$ cat src/rtl/gd_result_collector.sv
// gd_result_collector: captures one optimizer result per done_op rising edge
// and tracks the lowest z_min (with its coordinates) across a multi-start sweep.
// Optional feature macro: GD_COLLECT_CONVERGED_ONLY_EN -- when defined, only
// runs whose converged flag was set may update the best result.
module gd_result_collector #(
    parameter int unsigned NUM_RUNS = 49,
    parameter int unsigned CNT_W    = 8
) (
    input  logic                clk,
    input  logic                rst,
    input  logic                clear,
    input  logic                done_op,
    input  logic [31:0]         z_min,
    input  logic [7:0]          final_a,
    input  logic [7:0]          final_b,
    input  logic [7:0]          final_c,
    input  logic [7:0]          final_d,
    input  logic                converged,
    output logic                capture_ack,
    output logic [31:0]         best_z,
    output logic [7:0]          best_a,
    output logic [7:0]          best_b,
    output logic [7:0]          best_c,
    output logic [7:0]          best_d,
    output logic [CNT_W-1:0]    best_run,
    output logic [CNT_W-1:0]    run_count,
    output logic                best_valid,
    output logic                sweep_done
);

    localparam logic [31:0] Z_INIT = 32'h7FFF_FFFF;

    typedef enum logic [1:0] {
        S_IDLE = 2'd0,
        S_CMP  = 2'd1,
        S_ACK  = 2'd2,
        S_DONE = 2'd3
    } state_t;

    state_t             r_state;
    state_t             w_state_nxt;

    logic               r_done_q;
    logic               r_pend;
    logic               r_ack;
    logic               r_sweep_done;

    logic signed [31:0] r_sh_z;
    logic [7:0]         r_sh_a;
    logic [7:0]         r_sh_b;
    logic [7:0]         r_sh_c;
    logic [7:0]         r_sh_d;

    logic signed [31:0] r_best_z;
    logic [7:0]         r_best_a;
    logic [7:0]         r_best_b;
    logic [7:0]         r_best_c;
    logic [7:0]         r_best_d;
    logic [CNT_W-1:0]   r_best_run;
    logic [CNT_W-1:0]   r_run_count;
    logic               r_best_valid;

    logic               w_sync_clr;
    logic               w_rise;
    logic               w_take;
    logic               w_acc;
    logic               w_better;
    logic [CNT_W-1:0]   w_run_nxt;

    assign w_sync_clr = rst | clear;
    assign w_rise     = done_op & ~r_done_q;
    assign w_take     = (r_state == S_IDLE) && (w_rise || r_pend);
    assign w_run_nxt  = r_run_count + CNT_W'(1);
    // Strict less-than so a tie keeps the earlier run.
    assign w_better   = ~r_best_valid || (r_sh_z < r_best_z);

`ifdef GD_COLLECT_CONVERGED_ONLY_EN
    logic r_sh_conv;
    assign w_acc = r_sh_conv;
`else
    logic w_unused_converged;
    assign w_unused_converged = converged;
    assign w_acc = 1'b1;
`endif

    // State register
    always_ff @(posedge clk) begin
        if (w_sync_clr) begin
            r_state <= S_IDLE;
        end else begin
            r_state <= w_state_nxt;
        end
    end

    // Next-state decode
    always_comb begin
        w_state_nxt = r_state;
        case (r_state)
            S_IDLE:  if (w_rise || r_pend) w_state_nxt = S_CMP;
            S_CMP:   w_state_nxt = S_ACK;
            S_ACK:   w_state_nxt = (r_run_count == CNT_W'(NUM_RUNS)) ? S_DONE : S_IDLE;
            S_DONE:  w_state_nxt = S_DONE;
            default: w_state_nxt = S_IDLE;
        endcase
    end

    // Edge detect, pending queue and registered status pulses
    always_ff @(posedge clk) begin
        if (w_sync_clr) begin
            r_done_q     <= 1'b0;
            r_pend       <= 1'b0;
            r_ack        <= 1'b0;
            r_sweep_done <= 1'b0;
        end else begin
            r_done_q     <= done_op;
            r_ack        <= (w_state_nxt == S_ACK);
            r_sweep_done <= (w_state_nxt == S_DONE);
            case (r_state)
                S_IDLE:  r_pend <= 1'b0;
                S_DONE:  r_pend <= 1'b0;
                default: if (w_rise) r_pend <= 1'b1;
            endcase
        end
    end

    // Shadow capture of the live result at the capture edge
    always_ff @(posedge clk) begin
        if (w_sync_clr) begin
            r_sh_z    <= '0;
            r_sh_a    <= '0;
            r_sh_b    <= '0;
            r_sh_c    <= '0;
            r_sh_d    <= '0;
`ifdef GD_COLLECT_CONVERGED_ONLY_EN
            r_sh_conv <= 1'b0;
`endif
        end else if (w_take) begin
            r_sh_z    <= z_min;
            r_sh_a    <= final_a;
            r_sh_b    <= final_b;
            r_sh_c    <= final_c;
            r_sh_d    <= final_d;
`ifdef GD_COLLECT_CONVERGED_ONLY_EN
            r_sh_conv <= converged;
`endif
        end
    end

    // Run counting and best-result update in CMP
    always_ff @(posedge clk) begin
        if (w_sync_clr) begin
            r_best_z     <= Z_INIT;
            r_best_a     <= '0;
            r_best_b     <= '0;
            r_best_c     <= '0;
            r_best_d     <= '0;
            r_best_run   <= '0;
            r_run_count  <= '0;
            r_best_valid <= 1'b0;
        end else if (r_state == S_CMP) begin
            r_run_count <= w_run_nxt;
            if (w_acc && w_better) begin
                r_best_z     <= r_sh_z;
                r_best_a     <= r_sh_a;
                r_best_b     <= r_sh_b;
                r_best_c     <= r_sh_c;
                r_best_d     <= r_sh_d;
                r_best_run   <= w_run_nxt;
                r_best_valid <= 1'b1;
            end
        end
    end

    assign capture_ack = r_ack;
    assign sweep_done  = r_sweep_done;
    assign best_z      = r_best_z;
    assign best_a      = r_best_a;
    assign best_b      = r_best_b;
    assign best_c      = r_best_c;
    assign best_d      = r_best_d;
    assign best_run    = r_best_run;
    assign run_count   = r_run_count;
    assign best_valid  = r_best_valid;

endmodule

$ cat config.mk
export PLATFORM = sky130hd
export DESIGN_NAME = gd_result_collector
export DESIGN_NICKNAME = d
export VERILOG_FILES = /design/src/rtl/gd_result_collector.sv
export SDC_FILE = /design/constraint.sdc
export NUM_CORES = 1
export LEC_CHECK = 0
export CORE_MARGIN = 3
export CORE_UTILIZATION = 54
export DETAILED_ROUTE_END_ITERATION = 8
export HOLD_SLACK_MARGIN = 0.03
export PLACE_DENSITY = 0.85
export SLEW_MARGIN = 0
export SYNTH_ARGS = -nofsm -noshare
export SYNTH_HDL_FRONTEND = slang
export SYNTH_SLANG_ARGS = --single-unit
$ cat constraint.sdc
create_clock -name clk -period 3.85 [get_ports clk]
set_input_delay 0.77 -clock clk [delete_from_list [all_inputs] [get_ports clk]]
set_output_delay 0.77 -clock clk [all_outputs]
set_load 0.01 [all_outputs]
==> results of run 1 <==
cells by family after synthesis:
| logic type | count (synthesis) | share of synthesized area, % |
|---|---|---|
| flip-flops | 151 | 45.72 |
| buffers and inverters | 85 | 6.794 |
| AND/OR/NAND/NOR | 334 | 20.55 |
| multiplexers | 71 | 10.75 |
| AO/OA/AOI/OAI | 100 | 8.346 |
| XOR/XNOR | 12 | 1.590 |
| adder cells (fa/ha/maj) | 33 | 6.245 |
final cells by class:
class	count	area, um^2	area share [%]
multi-input cells	550	3156	36.11
clock buffers	24	511.7	5.856
clock inverters	8	140.1	1.604
repair buffers	159	1594	18.24
inverters	36	135.1	1.546
flip-flops and latches	151	3023	34.59
well taps	143	178.9	2.048
per-layer routing:
layer / wire length [um] / part of all wire, % / vias to the layer above
met5: 0 / 0 / -
met4: 324 / 2.1 / 0
met3: 862 / 5.6 / 27
met2: 7468 / 49 / 145
met1: 6701 / 44 / 2585
li1: - / - / 2828
synthesized netlist by cell type:
cell and instances:
sky130_fd_sc_hd__nand4_1 7, sky130_fd_sc_hd__and3_1 2, sky130_fd_sc_hd__and2_1 2, sky130_fd_sc_hd__and4_1 3
sky130_fd_sc_hd__xor2_1 6, sky130_fd_sc_hd__o21ai_0 7, sky130_fd_sc_hd__a31oi_1 2, sky130_fd_sc_hd__or2_2 1
sky130_fd_sc_hd__inv_1 36, sky130_fd_sc_hd__ha_1 33, sky130_fd_sc_hd__clkbuf_1 33, sky130_fd_sc_hd__or3_1 4
sky130_fd_sc_hd__nand2_1 217, sky130_fd_sc_hd__nand2b_1 2, sky130_fd_sc_hd__o21a_1 2, sky130_fd_sc_hd__a211oi_1 3
sky130_fd_sc_hd__buf_12 8, sky130_fd_sc_hd__mux2i_1 71, sky130_fd_sc_hd__nor3_1 4, sky130_fd_sc_hd__o21ai_1 1
sky130_fd_sc_hd__nand3_1 7, sky130_fd_sc_hd__o32a_1 1, sky130_fd_sc_hd__a211o_1 1, sky130_fd_sc_hd__nor3b_1 1
sky130_fd_sc_hd__a2111oi_4 1, sky130_fd_sc_hd__nor2_1 78, sky130_fd_sc_hd__a21o_1 2, sky130_fd_sc_hd__buf_1 8
sky130_fd_sc_hd__and3_4 1, sky130_fd_sc_hd__dfxtp_1 151, sky130_fd_sc_hd__nor4_1 2, sky130_fd_sc_hd__nor2b_1 2
sky130_fd_sc_hd__nand2b_4 1, sky130_fd_sc_hd__a21oi_1 80, sky130_fd_sc_hd__xnor2_1 6
stage by stage:
stage / std cells / instance area (um^2)
after floorplan: 786 / 6611
after global placement: 1039 / 8087
after detailed placement: 1039 / 8087
after CTS: 1071 / 8738
after global routing: 1071 / 8738
final: 1071 / 8738
cell usage in the layout (no fill, tap or decap), drive strengths merged, types with 7 or more instances in the layout:
master,synthesis,routed
mux2i,71,71
dfxtp,151,151
nand2,217,217
ha,33,33
buf,16,9
clkbuf,33,24
a21oi,80,80
o21ai,8,8
inv,36,36
nand3,7,7
nor2,78,78
clkdlybuf4s50,0,150
nand4,7,7
power breakdown:
group / total, mW / switching, mW / internal (mW)
Sequential: 1.62 / 0.0228 / 1.60
Clock: 1.80 / 0.620 / 1.18
Combinational: 0.287 / 0.151 / 0.136
worst max path at each step:
stage / to / slack [ps] / from
finish: best_a[6]$_SDFFE_PP0P_ / 900 / best_z[31]$_SDFFE_PP0P_
CTS: best_a[6]$_SDFFE_PP0P_ / 860 / best_z[31]$_SDFFE_PP0P_
floorplan: best_z[10]$_SDFFE_PP1P_ / 1610 / best_z[1]$_SDFFE_PP1P_
global placement: best_b[2]$_SDFFE_PP0P_ / 1070 / best_z[31]$_SDFFE_PP0P_
global route: best_a[6]$_SDFFE_PP0P_ / 640 / best_z[31]$_SDFFE_PP0P_
detailed placement: best_b[2]$_SDFFE_PP0P_ / 980 / best_z[31]$_SDFFE_PP0P_
flip-flops by register name, indices dropped and copies added (netlist names):
register	flops
best_z	32
r_sh_z	32
best_a	8
best_b	8
best_c	8
best_d	8
best_run	8
r_sh_a	8
r_sh_b	8
r_sh_c	8
r_sh_d	8
run_count	8
r_state	2
best_valid	1
capture_ack	1
r_done_q	1
r_pend	1
sweep_done	1
worst register-to-register path, stage by stage (launching register included):
cell                      delay, ps
sky130_fd_sc_hd__dfxtp_1        360
sky130_fd_sc_hd__inv_1           50
sky130_fd_sc_hd__ha_1           340
sky130_fd_sc_hd__nand4_1        220
sky130_fd_sc_hd__nor4_1         540
sky130_fd_sc_hd__a211o_1        230
sky130_fd_sc_hd__and3_4         440
sky130_fd_sc_hd__buf_4          420
sky130_fd_sc_hd__mux2i_1        280
==> impl.org, run 1 <==
** Final layout
- The repair_antennas step left the layout with diodes totalling 0.
- Core occupancy in the finished layout :: 74.62%
- Layout area overhead :: 32.17%
- Share of post-route cells with drive strength above 1 :: slightly above 5%
- Filler cell count :: 842
- Number of nets in the finished design :: 1017

** Logic synthesis
- Yosys printed 0 warnings.
- The mapped netlist covers 6611 um^2.
- Biggest area contributors in the synthesized netlist :: sky130_fd_sc_hd__dfxtp_1 (46%), sky130_fd_sc_hd__nand2_1 (12%), sky130_fd_sc_hd__mux2i_1 (11%), sky130_fd_sc_hd__ha_1 (6.2%), sky130_fd_sc_hd__a21oi_1 (6.1%)
- Most area-hungry cell type in the Yosys netlist :: sky130_fd_sc_hd__dfxtp_1
- After synthesis, the mean cell area works out to 8.411 um^2.
- Synthesis handed over a netlist of roughly 790 instances.
- After synthesis the netlist holds a flip-flop and latch count of 151.
- The number of nets in the synthesized netlist is slightly below 900.
- In this run the biggest area consumer among cell types represents a little under half of the synthesized area.
- After synthesis, flip-flops and latches occupy 45.72% of the total area.
- The number of different library cells used by synthesis comes to 35.

** Critical path
- On the critical path the largest part of the delay comes from simple AND/OR/NAND/NOR gates.
- R2r startpoint :: best_z[31]$_SDFFE_PP0P_
- The worst setup path is of the reg -> reg kind.
- Along the worst path, the maximum fanout reaches 20.
- Critical path's largest stage delay :: 540 ps
- Worst reg2reg setup slack :: 900 ps
- Worst reg2reg endpoint :: best_a[6]$_SDFFE_PP0P_
- For the worst setup path, the data arrival time is approximately 3300 ps.
- For this design, the slowest cell found on the critical path is sky130_fd_sc_hd__nor4_1.
- Counting both buffers and inverters, the worst setup path holds a total of 2.
- Cell count along the critical path :: 8
- STA puts the critical path data required time at 4180 ps.
- Category of the worst setup path capture point :: register
- Startpoint class of the critical path :: register
- The signal on the critical path passes through inv_1, ha_1, nand4_1, nor4_1, a211o_1, and3_4, buf_4, mux2i_1.
- R2R cell count :: 8

** Timing
- Setup slack on the critical path of the routed design comes to 895.8 ps.
- Highest clock rate :: 338.5 MHz
- Unrepaired setup endpoints after global routing :: false
- Number of pins exceeding their max-slew limit in the final report :: 0
- For the pin with the worst max-slew slack, the measured transition is 810.1 ps.
- Sum of negative setup slack :: 0 ps
- Headroom to the max-slew limit came out at 45.99%.
- Between clock sinks in the finished design, the worst skew comes to about 8.0 ps.
- Final setup violation count :: 0
- Final hold analysis gives a worst-case slack of 444.7 ps.
- Counting I/O delays and the setup requirement, the final critical path takes 2954 ps.
- The worst path uses 76.73% of the clock period.
- Hold Vio Cnt, Final :: 0

** CTS
- Counting every sink on the clock net gives around 150.
- In this run, post-CTS repair resized a total of 0 instances.
- # Post-CTS Setup Buffers :: 0
- H-tree depth reported by CTS :: 4
- Hold_buf cts :: 0
- Clock tree from TritonCTS :: built
- Clock latency reported for the late side of the worst-skew pair :: between 400 and 500 ps
- Clock-pin slew was measured on the worst setup and hold paths at 60 ps.
- Clock Path Buffers :: 2
- Clock root buffer master :: sky130_fd_sc_hd__clkbuf_16
- In this run, CTS created clock tree buffers numbering 17.

** Global route
- Sum of overflow across all layers after global routing :: 0
- GR Layer Usage met3 :: 6.684%
- M2 GR Usage :: 37.03%
- The layer flagged by global routing as most heavily used is met2.
- The first global-routing pass estimated 24470 um of wire.
- The via count of the first global-routing pass came to 5261.
- For this run, global-route usage on met1 was measured as 28.17%.
- Global routing used a little under a quarter of the available tracks.
- Entering global routing, the biggest net connects 83 pins.
- Number of antenna violations at the first check in global routing :: 0

** Place
- Worst-case setup slack after placement :: 981.0 ps
- Final RePlAce weighted congestion :: around 0.84
- Detailed placement ended at an HPWL of 10160 um.
- Count of input and output buffers :: 150

** Power and ir drop
- Power comes to 3.710 mW.
- Worst vdd ir :: between 0.0004 and 0.0005 V
- Power density cells :: 424.6 nW/um^2
- Leak pwr :: approximately 3.6 nW

** Route
- Count of nets left with antenna violations after detail routing :: 0
- Routed wire length :: 15360 um
- Remaining DRCs :: 0
- The first detailed-routing pass ran for 4 iterations.
- Ratio of routed vias to standard cells :: ~5.2
- In the final routed layout, each cell accounts on average for 14.34 um.
- In this run, the number of DRC markers left after iteration 0 of detailed routing was 492.
- Detailed routing inserted a total of roughly 5600 vias.

** Min path
- Cell count of the worst hold path :: 2
- Worst Hold End :: best_run[1]$_SDFFE_PP0P_
- Hold path start :: best_run[1]$_SDFFE_PP0P_
- The worst hold path belongs to the class reg -> reg.

** Floorplan
- Total I/O pin count :: 152
- Site row count :: 39
- Die width :: 116.7 um
- Floorplan core area :: ~12000 um^2
- For this configuration, the core starts out at a cell density of between 50% and 60%.
- The die covers 13610 um^2.
- The die is around 120 um tall.

** Outcome
- The flow ran to the end, and the final reports show no timing, DRC or antenna violations.

** Job
- Across the run, the number of max-cap violations was 0.
Note: power is estimated with default switching activity, not from simulation.
==> run 2: changes to the inputs <==
--- a/config.mk
+++ b/config.mk
@@ -6,10 +6,10 @@
 export NUM_CORES = 1
 export LEC_CHECK = 0
 export CORE_MARGIN = 3
-export CORE_UTILIZATION = 54
+export CORE_UTILIZATION = 50
 export DETAILED_ROUTE_END_ITERATION = 8
 export HOLD_SLACK_MARGIN = 0.03
-export PLACE_DENSITY = 0.85
+export PLACE_DENSITY = 0.8
 export SLEW_MARGIN = 0
 export SYNTH_ARGS = -nofsm -noshare
 export SYNTH_HDL_FRONTEND = slang
==> constraint.sdc (replaced) <==
create_clock -name clk -period 3.1 [get_ports clk]
set_input_delay 0.62 -clock clk [delete_from_list [all_inputs] [get_ports clk]]
set_output_delay 0.62 -clock clk [all_outputs]
set_load 0.01 [all_outputs]
==> run 2 against run 1 <==
Clock skew up 2.7 ps. Hold slack better by 8.7 ps. Die area up 7.6%. Maximum frequency up 11%. Sequential share of layout area down 0.19 points. Clock power up 12%. Clock-buffer cell count unchanged. Largest power group unchanged. First-iteration DRC count down 48%. Cell count up 2.8%. Core utilization down 5.8 points. Sequential power up 24%. Critical endpoint is now best_b[7]$_SDFFE_PP0P_.
==> impl.org, run 2 (synthesis gave the netlist of run 1 again) <==
** Outcome
- Run status :: finished, final reports clean (unchanged)

** Floorplan
- Initial Util :: 51.76% (was 56.45%)
- Die width :: 121.0 um (was 116.7 um)
- The number of I/O pins was 152 (unchanged).
- The y dimension of the die is 121.0 um (was 116.7 um).
- The area of the die came to 14640 um^2 (was 13610 um^2).
- Floorplan core area :: 12770 um^2 (was 11710 um^2)
- Site row count :: 41 (was 39)

** Timing
- Max_slew headroom :: 63.63% (was 45.99%)
- Final setup violation count :: 0 (unchanged)
- Unrepaired setup endpoints after global routing: false (unchanged).
- The final-report hold violation count came to 0 (unchanged).
- The share of the cycle needed by the critical path after routing came to 85.55% (was 76.73%).
- Transition at the pin with the smallest max-transition slack :: 544.4 ps (was 810.1 ps)
- Final Skew :: 10.67 ps (was 7.985 ps)
- Period minus WS final :: 2652 ps (was 2954 ps)
- Sum of negative setup slack :: 0 ps (unchanged)
- Hold slack final :: 453.4 ps (was 444.7 ps)
- Highest clock rate :: 377.1 MHz (was 338.5 MHz)
- The max-slew violation count is 0 (unchanged).

** Route
- Ratio of routed vias to standard cells :: 5.006 (was 5.215)
- Count of nets left with antenna violations after detail routing :: 0 (unchanged)
- Detailed-router iteration count before antenna repair :: 6 (was 4)
- The starting DRC count in detailed routing is 255 (was 492).
- Remaining DRCs :: 0 (unchanged)
- The vias after detailed routing came to 5512 (was 5585).
- Routed wire length :: 15090 um (was 15360 um)
- The per-cell routed wire length is 13.71 um (was 14.34 um).

** Place
- Instance count after placement with tap cells included :: 1070 (was 1039)
- The post-detailed-placement half-perimeter wirelength was 10380 um (was 10160 um).
- Final RePlAce weighted congestion :: 0.7643 (was 0.8424)
- The placed cell area was 8200 um^2 (was 8087 um^2).
- The count of input and output buffers is 150 (unchanged).

** Min path
- The class of the most critical hold timing path is reg -> reg (unchanged).

** CTS
- Clock latency reported for the late side of the worst-skew pair :: 420 ps (about the same)
- # Post-CTS Setup Buffers :: 0 (unchanged)
- The number of buffers on the longest clock path came to 2 (unchanged).
- The maximum level of the CTS H-tree came to 4 (unchanged).
- The clock tree root driver cell is sky130_fd_sc_hd__clkbuf_16 (unchanged).
- The clock edge transition at the registers on the reported setup and hold paths is 60 ps (about the same).
- Hold_buf cts :: 0 (unchanged)
- The CTS sink count is 151 (unchanged).
- The CTS buffer count came to 17 (unchanged).
- The count of cells resized by post-cts repair is 0 (unchanged).
- Clock tree from TritonCTS :: built (unchanged)

** Critical path
- CP arrival :: 2990 ps (was 3290 ps)
- Startpoint class of the critical path :: register (unchanged)
- The required time of the critical path is 3440 ps (was 4180 ps).
- The element type at the critical path end is a register (unchanged).
- Maximum fanout along the worst path :: 22 (was 20)
- Series of cell instances along the critical path :: inv_1, ha_1, nand4_1, nor4_1, a211o_1, and3_4, buf_12, mux2i_1 (was inv_1, ha_1, nand4_1, nor4_1, a211o_1, and3_4, buf_4, mux2i_1)
- Cell with the biggest individual delay on the critical path :: sky130_fd_sc_hd__nor4_1 (unchanged)
- Critical path's largest stage delay :: 510 ps (was 540 ps)
- Path type of the worst setup path :: reg -> reg (unchanged)

** Power and ir drop
- The maximum VDD drop was 0.0003715 V (was 0.0004153 V).
- The power density of the placed cells came to 500.9 nW/um^2 (was 424.6 nW/um^2).
- Leak pwr :: 3.570 nW (was 3.584 nW)

** Final layout
- ANT cells :: 0 (unchanged)
- Multi-input logic area :: 3156 um^2 (unchanged)
- Most common cell after layout, fill and taps aside :: sky130_fd_sc_hd__nand2_1 (unchanged)
- The net total in the final layout came to 1019 (was 1017).
- Layout area overhead :: 32.89% (was 32.17%)
- The area of all placed cells without fillers came to 8786 um^2 (was 8738 um^2).
- The non-filler instance count after layout is 1101 (was 1071).
- Sequential cell area :: 3023 um^2 (unchanged)
- The layout cell share with drive strength beyond 1 was 4.952% (was 5.065%).
- The number of inserted filler cells in the final layout is 1038 (was 842).
- Highest-count cells in the layout ignoring fill and taps :: sky130_fd_sc_hd__nand2_1 (217), sky130_fd_sc_hd__dfxtp_1 (151), sky130_fd_sc_hd__clkdlybuf4s50_1 (150), sky130_fd_sc_hd__a21oi_1 (80), sky130_fd_sc_hd__nor2_1 (77) (unchanged)

** Global route
- Overall fraction of global-route tracks in use :: 20.79% (was 22.83%)
- The maximum number of pins on one net before global-route repair came to 83 (unchanged).
- Wire length of the first global-routing pass :: 24530 um (was 24470 um)
- Vias in the first global route :: 5320 (was 5261)
- Sum of overflow across all layers after global routing :: 0 (unchanged)
- The number of antenna violations at the first check in global routing is 0 (unchanged).

** Job
- Max-capacitance violation count :: 0 (unchanged)
[run 2: area by class of cell]
class	instances	area share (%)
clock buffer	24	5.597
clock inverter	7	1.068
inverter	36	1.538
multi-input combinational	550	35.92
sequential	151	34.41
tap	172	2.449
timing repair buffer	161	19.03
[run 2: path summary, 6_finish.rpt]
path,slack [ps],cells after the start,startpoint,endpoint
setup / recovery,450,8,best_z[31]$_SDFFE_PP0P_,best_b[7]$_SDFFE_PP0P_
hold / removal,450,2,best_run[1]$_SDFFE_PP0P_,best_run[1]$_SDFFE_PP0P_
setup reg to reg,450,8,best_z[31]$_SDFFE_PP0P_,best_b[7]$_SDFFE_PP0P_
hold reg to reg,450,2,best_run[1]$_SDFFE_PP0P_,best_run[1]$_SDFFE_PP0P_
[run 2: routing by layer]
| layer | track usage [%] | vias to the layer above | part of all wire (%) | wire length, um |
|---|---|---|---|---|
| met4 | 8.924 | 0 | 1.9 | 287 |
| met2 | 35.05 | 120 | 49 | 7390 |
| li1 | - | 2825 | - | - |
| met1 | 25.22 | 2547 | 45 | 6749 |
| met5 | 0 | - | 0 | 0 |
| met3 | 5.082 | 20 | 4.4 | 665 |
[run 2: through the flow]
stage	total power, mW	util (%)	setup WS [ps]
global route	4.567	68.78	195.3
floorplan	2.255	-	855.1
global placement	2.414	64.20	560.3
CTS	4.440	68.78	455.5
finish	4.400	68.78	448.0
detailed placement	2.419	64.20	488.9
[run 2: power breakdown]
group	internal [mW]	switching [mW]	total, mW
clock network	1.26	0.759	2.02
registers	1.98	0.0282	2.01
logic	0.179	0.189	0.368
total	3.42	0.976	4.40
[run 2: worst max-delay path: cells and delay by family (launching register included)]
family | cells | cell delay, ps
DFF | 1 | 360
AOI/OAI and AO/OA | 1 | 220
and+or+nand+nor | 3 | 1130
buffers and inverters | 2 | 290
adders and majority gates | 1 | 330
muxes | 1 | 230
==> run 3: changes to the inputs <==
--- a/config.mk
+++ b/config.mk
@@ -5,11 +5,15 @@
 export SDC_FILE = /design/constraint.sdc
 export NUM_CORES = 1
 export LEC_CHECK = 0
+export CELL_PAD_IN_SITES_DETAIL_PLACEMENT = 1
+export CELL_PAD_IN_SITES_GLOBAL_PLACEMENT = 2
 export CORE_MARGIN = 3
-export CORE_UTILIZATION = 50
+export CORE_UTILIZATION = 29
 export DETAILED_ROUTE_END_ITERATION = 8
 export HOLD_SLACK_MARGIN = 0.03
-export PLACE_DENSITY = 0.8
+export PLACE_DENSITY_LB_ADDON = 0.1
+export REMOVE_ABC_BUFFERS = 1
+export SKIP_LAST_GASP = 1
 export SLEW_MARGIN = 0
 export SYNTH_ARGS = -nofsm -noshare
 export SYNTH_HDL_FRONTEND = slang
==> run 3 against run 2 <==
Maximum frequency fell by 2.2%. Clock skew rose by 1.5 ps. Critical path type unchanged. Highest routed layer unchanged. Core utilization fell by 28 points.
==> impl.org, run 3 (synthesis gave the netlist of run 1 again) <==
** Floorplan
- Floorplan die area :: 24650 um^2 (was 14640 um^2)
- Chip Height :: 157.0 um (was 121.0 um)
- Floorplan core area :: 22090 um^2 (was 12770 um^2)
- The number of I/O pins is 152 (unchanged).
- The total number of placement rows came to 54 (was 41).
- The die width was 157.0 um (was 121.0 um).
- The initial core utilization was 29.92% (was 51.76%).

** CTS
- The CTS buffer count came to 17 (unchanged).
- The number of buffers on the longest clock path was 2 (unchanged).
- The hold buffer count at CTS came to 0 (unchanged).
- CTS sink count :: 151 (unchanged)
- The clock edge transition at the registers on the reported setup and hold paths came to 70 ps (was 60 ps).
- The count of cells resized by post-cts repair was 0 (unchanged).
- Clock tree from TritonCTS :: built (unchanged)
- The clock latency on the worst-skew pair was 420 ps (about the same).
- # Post-CTS Setup Buffers :: 0 (unchanged)
- The clock tree root driver cell was sky130_fd_sc_hd__clkbuf_16 (unchanged).
- The maximum level of the CTS H-tree is 4 (unchanged).

** Power and ir drop
- Leak pwr :: 3.572 nW (was 3.570 nW)
- Power density cells :: 503.9 nW/um^2 (was 500.9 nW/um^2)
- The maximum VDD drop is 0.0003037 V (was 0.0003715 V).

** Critical path
- Category of the worst setup path capture point :: register (unchanged)
- Worst endpoint required time :: 3450 ps (was 3440 ps)
- Startpoint class of the critical path :: register (unchanged)
- CP arrival :: 3060 ps (was 2990 ps)
- The critical path start-end classification is reg -> reg (unchanged).
- The maximum fanout along the worst path came to 27 (was 22).

** Final layout
- Core occupancy in the finished layout :: 40.38% (was 68.78%)
- The final antenna diode count is 0 (unchanged).
- Share of post-route cells with drive strength above 1 :: 5.269% (was 4.952%)
- The net total in the final layout came to 1019 (unchanged).
- Post-Layout Inst Area :: 8921 um^2 (was 8786 um^2)
- Highest-count cells in the layout ignoring fill and taps :: sky130_fd_sc_hd__nand2_1 (217), sky130_fd_sc_hd__dfxtp_1 (151), sky130_fd_sc_hd__clkdlybuf4s50_1 (150), sky130_fd_sc_hd__a21oi_1 (80), sky130_fd_sc_hd__nor2_1 (77) (unchanged)
- Layout area overhead :: 34.94% (was 32.89%)
- The non-filler instance count after layout was 1210 (was 1101).
- The number of inserted filler cells in the final layout is 2587 (was 1038).
- Most common cell after layout, fill and taps aside :: sky130_fd_sc_hd__nand2_1 (unchanged)

** Place
- The placed cell area was 8323 um^2 (was 8200 um^2).
- Count of input and output buffers :: 150 (unchanged)
- The global placer's final weighted congestion is 0.7622 (was 0.7643).
- DPL Wire Length :: 12900 um (was 10380 um)
- Instance count after placement with tap cells included :: 1178 (was 1070)
- The worst setup slack before clock tree synthesis is 345.6 ps (was 488.9 ps).

** Job
- Max-capacitance violation count :: 0 (unchanged)

** Route
- The vias after detailed routing came to 5645 (was 5512).
- Routed wire per std cell :: 15.66 um (was 13.71 um)
- The starting DRC count in detailed routing came to 168 (was 255).
- Ratio of routed vias to standard cells :: 4.665 (was 5.006)
- The final antenna-violating net count was 0 (unchanged).
- The detailed-route wire length is 18950 um (was 15090 um).
- The number of DRC violations after detailed routing is 0 (unchanged).
- Detailed-router iteration count before antenna repair :: 6 (unchanged)

** Global route
- The first-pass GRT wire length came to 30600 um (was 24530 um).
- Sum of overflow across all layers after global routing :: 0 (unchanged)
- Vias in the first global route :: 6109 (was 5320)
- The global-route usage over all layers was 15.65% (was 20.79%).
- The number of antenna violations at the first check in global routing came to 0 (unchanged).
- The maximum number of pins on one net before global-route repair came to 83 (unchanged).

** Timing
- Unrepaired setup endpoints after global routing: false (unchanged).
- The final-report hold violation count came to 0 (unchanged).
- Highest clock rate :: 368.8 MHz (was 377.1 MHz)
- Period minus WS final :: 2712 ps (was 2652 ps)
- Final setup violation count :: 0 (unchanged)
- The aggregate negative setup slack was 0 ps (unchanged).
- Transition at the pin with the smallest max-transition slack :: 838.0 ps (was 544.4 ps)
- Final Skew :: 12.14 ps (was 10.67 ps)
- The least setup slack across all paths after layout came to 388.4 ps (was 448.0 ps).
- The relative slew slack came to 44.13% (was 63.63%).
- Number of pins exceeding their max-slew limit in the final report :: 0 (unchanged)
- Final period util :: 87.47% (was 85.55%)

** Outcome
- Run status :: finished, final reports clean (unchanged)

** Min path
- The class of the most critical hold timing path is reg -> reg (unchanged).
[run 3: final timing paths]
check | startpoint | to | slack [ps] | cells past startpoint
hold reg to reg | r_sh_a[3]$_SDFFE_PP0P_ | best_a[3]$_SDFFE_PP0P_ | 450 | 2
setup / recovery | best_z[11]$_SDFFE_PP1P_ | best_b[6]$_SDFFE_PP0P_ | 390 | 10
setup reg to reg | best_z[11]$_SDFFE_PP1P_ | best_b[6]$_SDFFE_PP0P_ | 390 | 10
hold / removal | r_sh_a[3]$_SDFFE_PP0P_ | best_a[3]$_SDFFE_PP0P_ | 450 | 2
[run 3: layout make-up]
cell class	instances	area (um^2)	area share (%)
multi-input combinational	550	3156	35.37
sequential	151	3023	33.88
clock buffer	20	456.7	5.119
inverter	36	135.1	1.515
tap	280	350.3	3.927
clock inverter	12	141.4	1.585
timing repair buffer	161	1659	18.60
[run 3: critical path: stages (launching register included)]
cell and delay (ps):
sky130_fd_sc_hd__dfxtp_1 350, sky130_fd_sc_hd__inv_1 50, sky130_fd_sc_hd__ha_1 310, sky130_fd_sc_hd__and4_1 250
sky130_fd_sc_hd__nand3_1 90, sky130_fd_sc_hd__o32a_1 280, sky130_fd_sc_hd__nand3_1 170, sky130_fd_sc_hd__a211o_1 180
sky130_fd_sc_hd__and3_4 430, sky130_fd_sc_hd__buf_12 280, sky130_fd_sc_hd__mux2i_1 230
[run 3: metrics by stage]
stage               total power [mW]  hold slack, ps
CTS                            4.582           459.9
global placement               2.428           441.3
floorplan                      2.229           436.6
finish                         4.495           451.4
global route                   4.709           472.2
detailed placement             2.442           449.4
[run 3: power breakdown]
group	leakage, nW	total (mW)	switching (mW)	internal [mW]
registers	1.22	2.01	0.0277	1.98
clock network	0.288	2.11	0.867	1.24
logic	2.06	0.380	0.204	0.175
[run 3: routing by layer]
layer  vias to the layer above  wire length (um)  track usage (%)
li1                       2823                 -                -
met1                      2717              8318            18.01
met2                        90              9418            27.86
met3                        15               982            4.482
met4                         0               233            5.127
met5                         -                 0                0
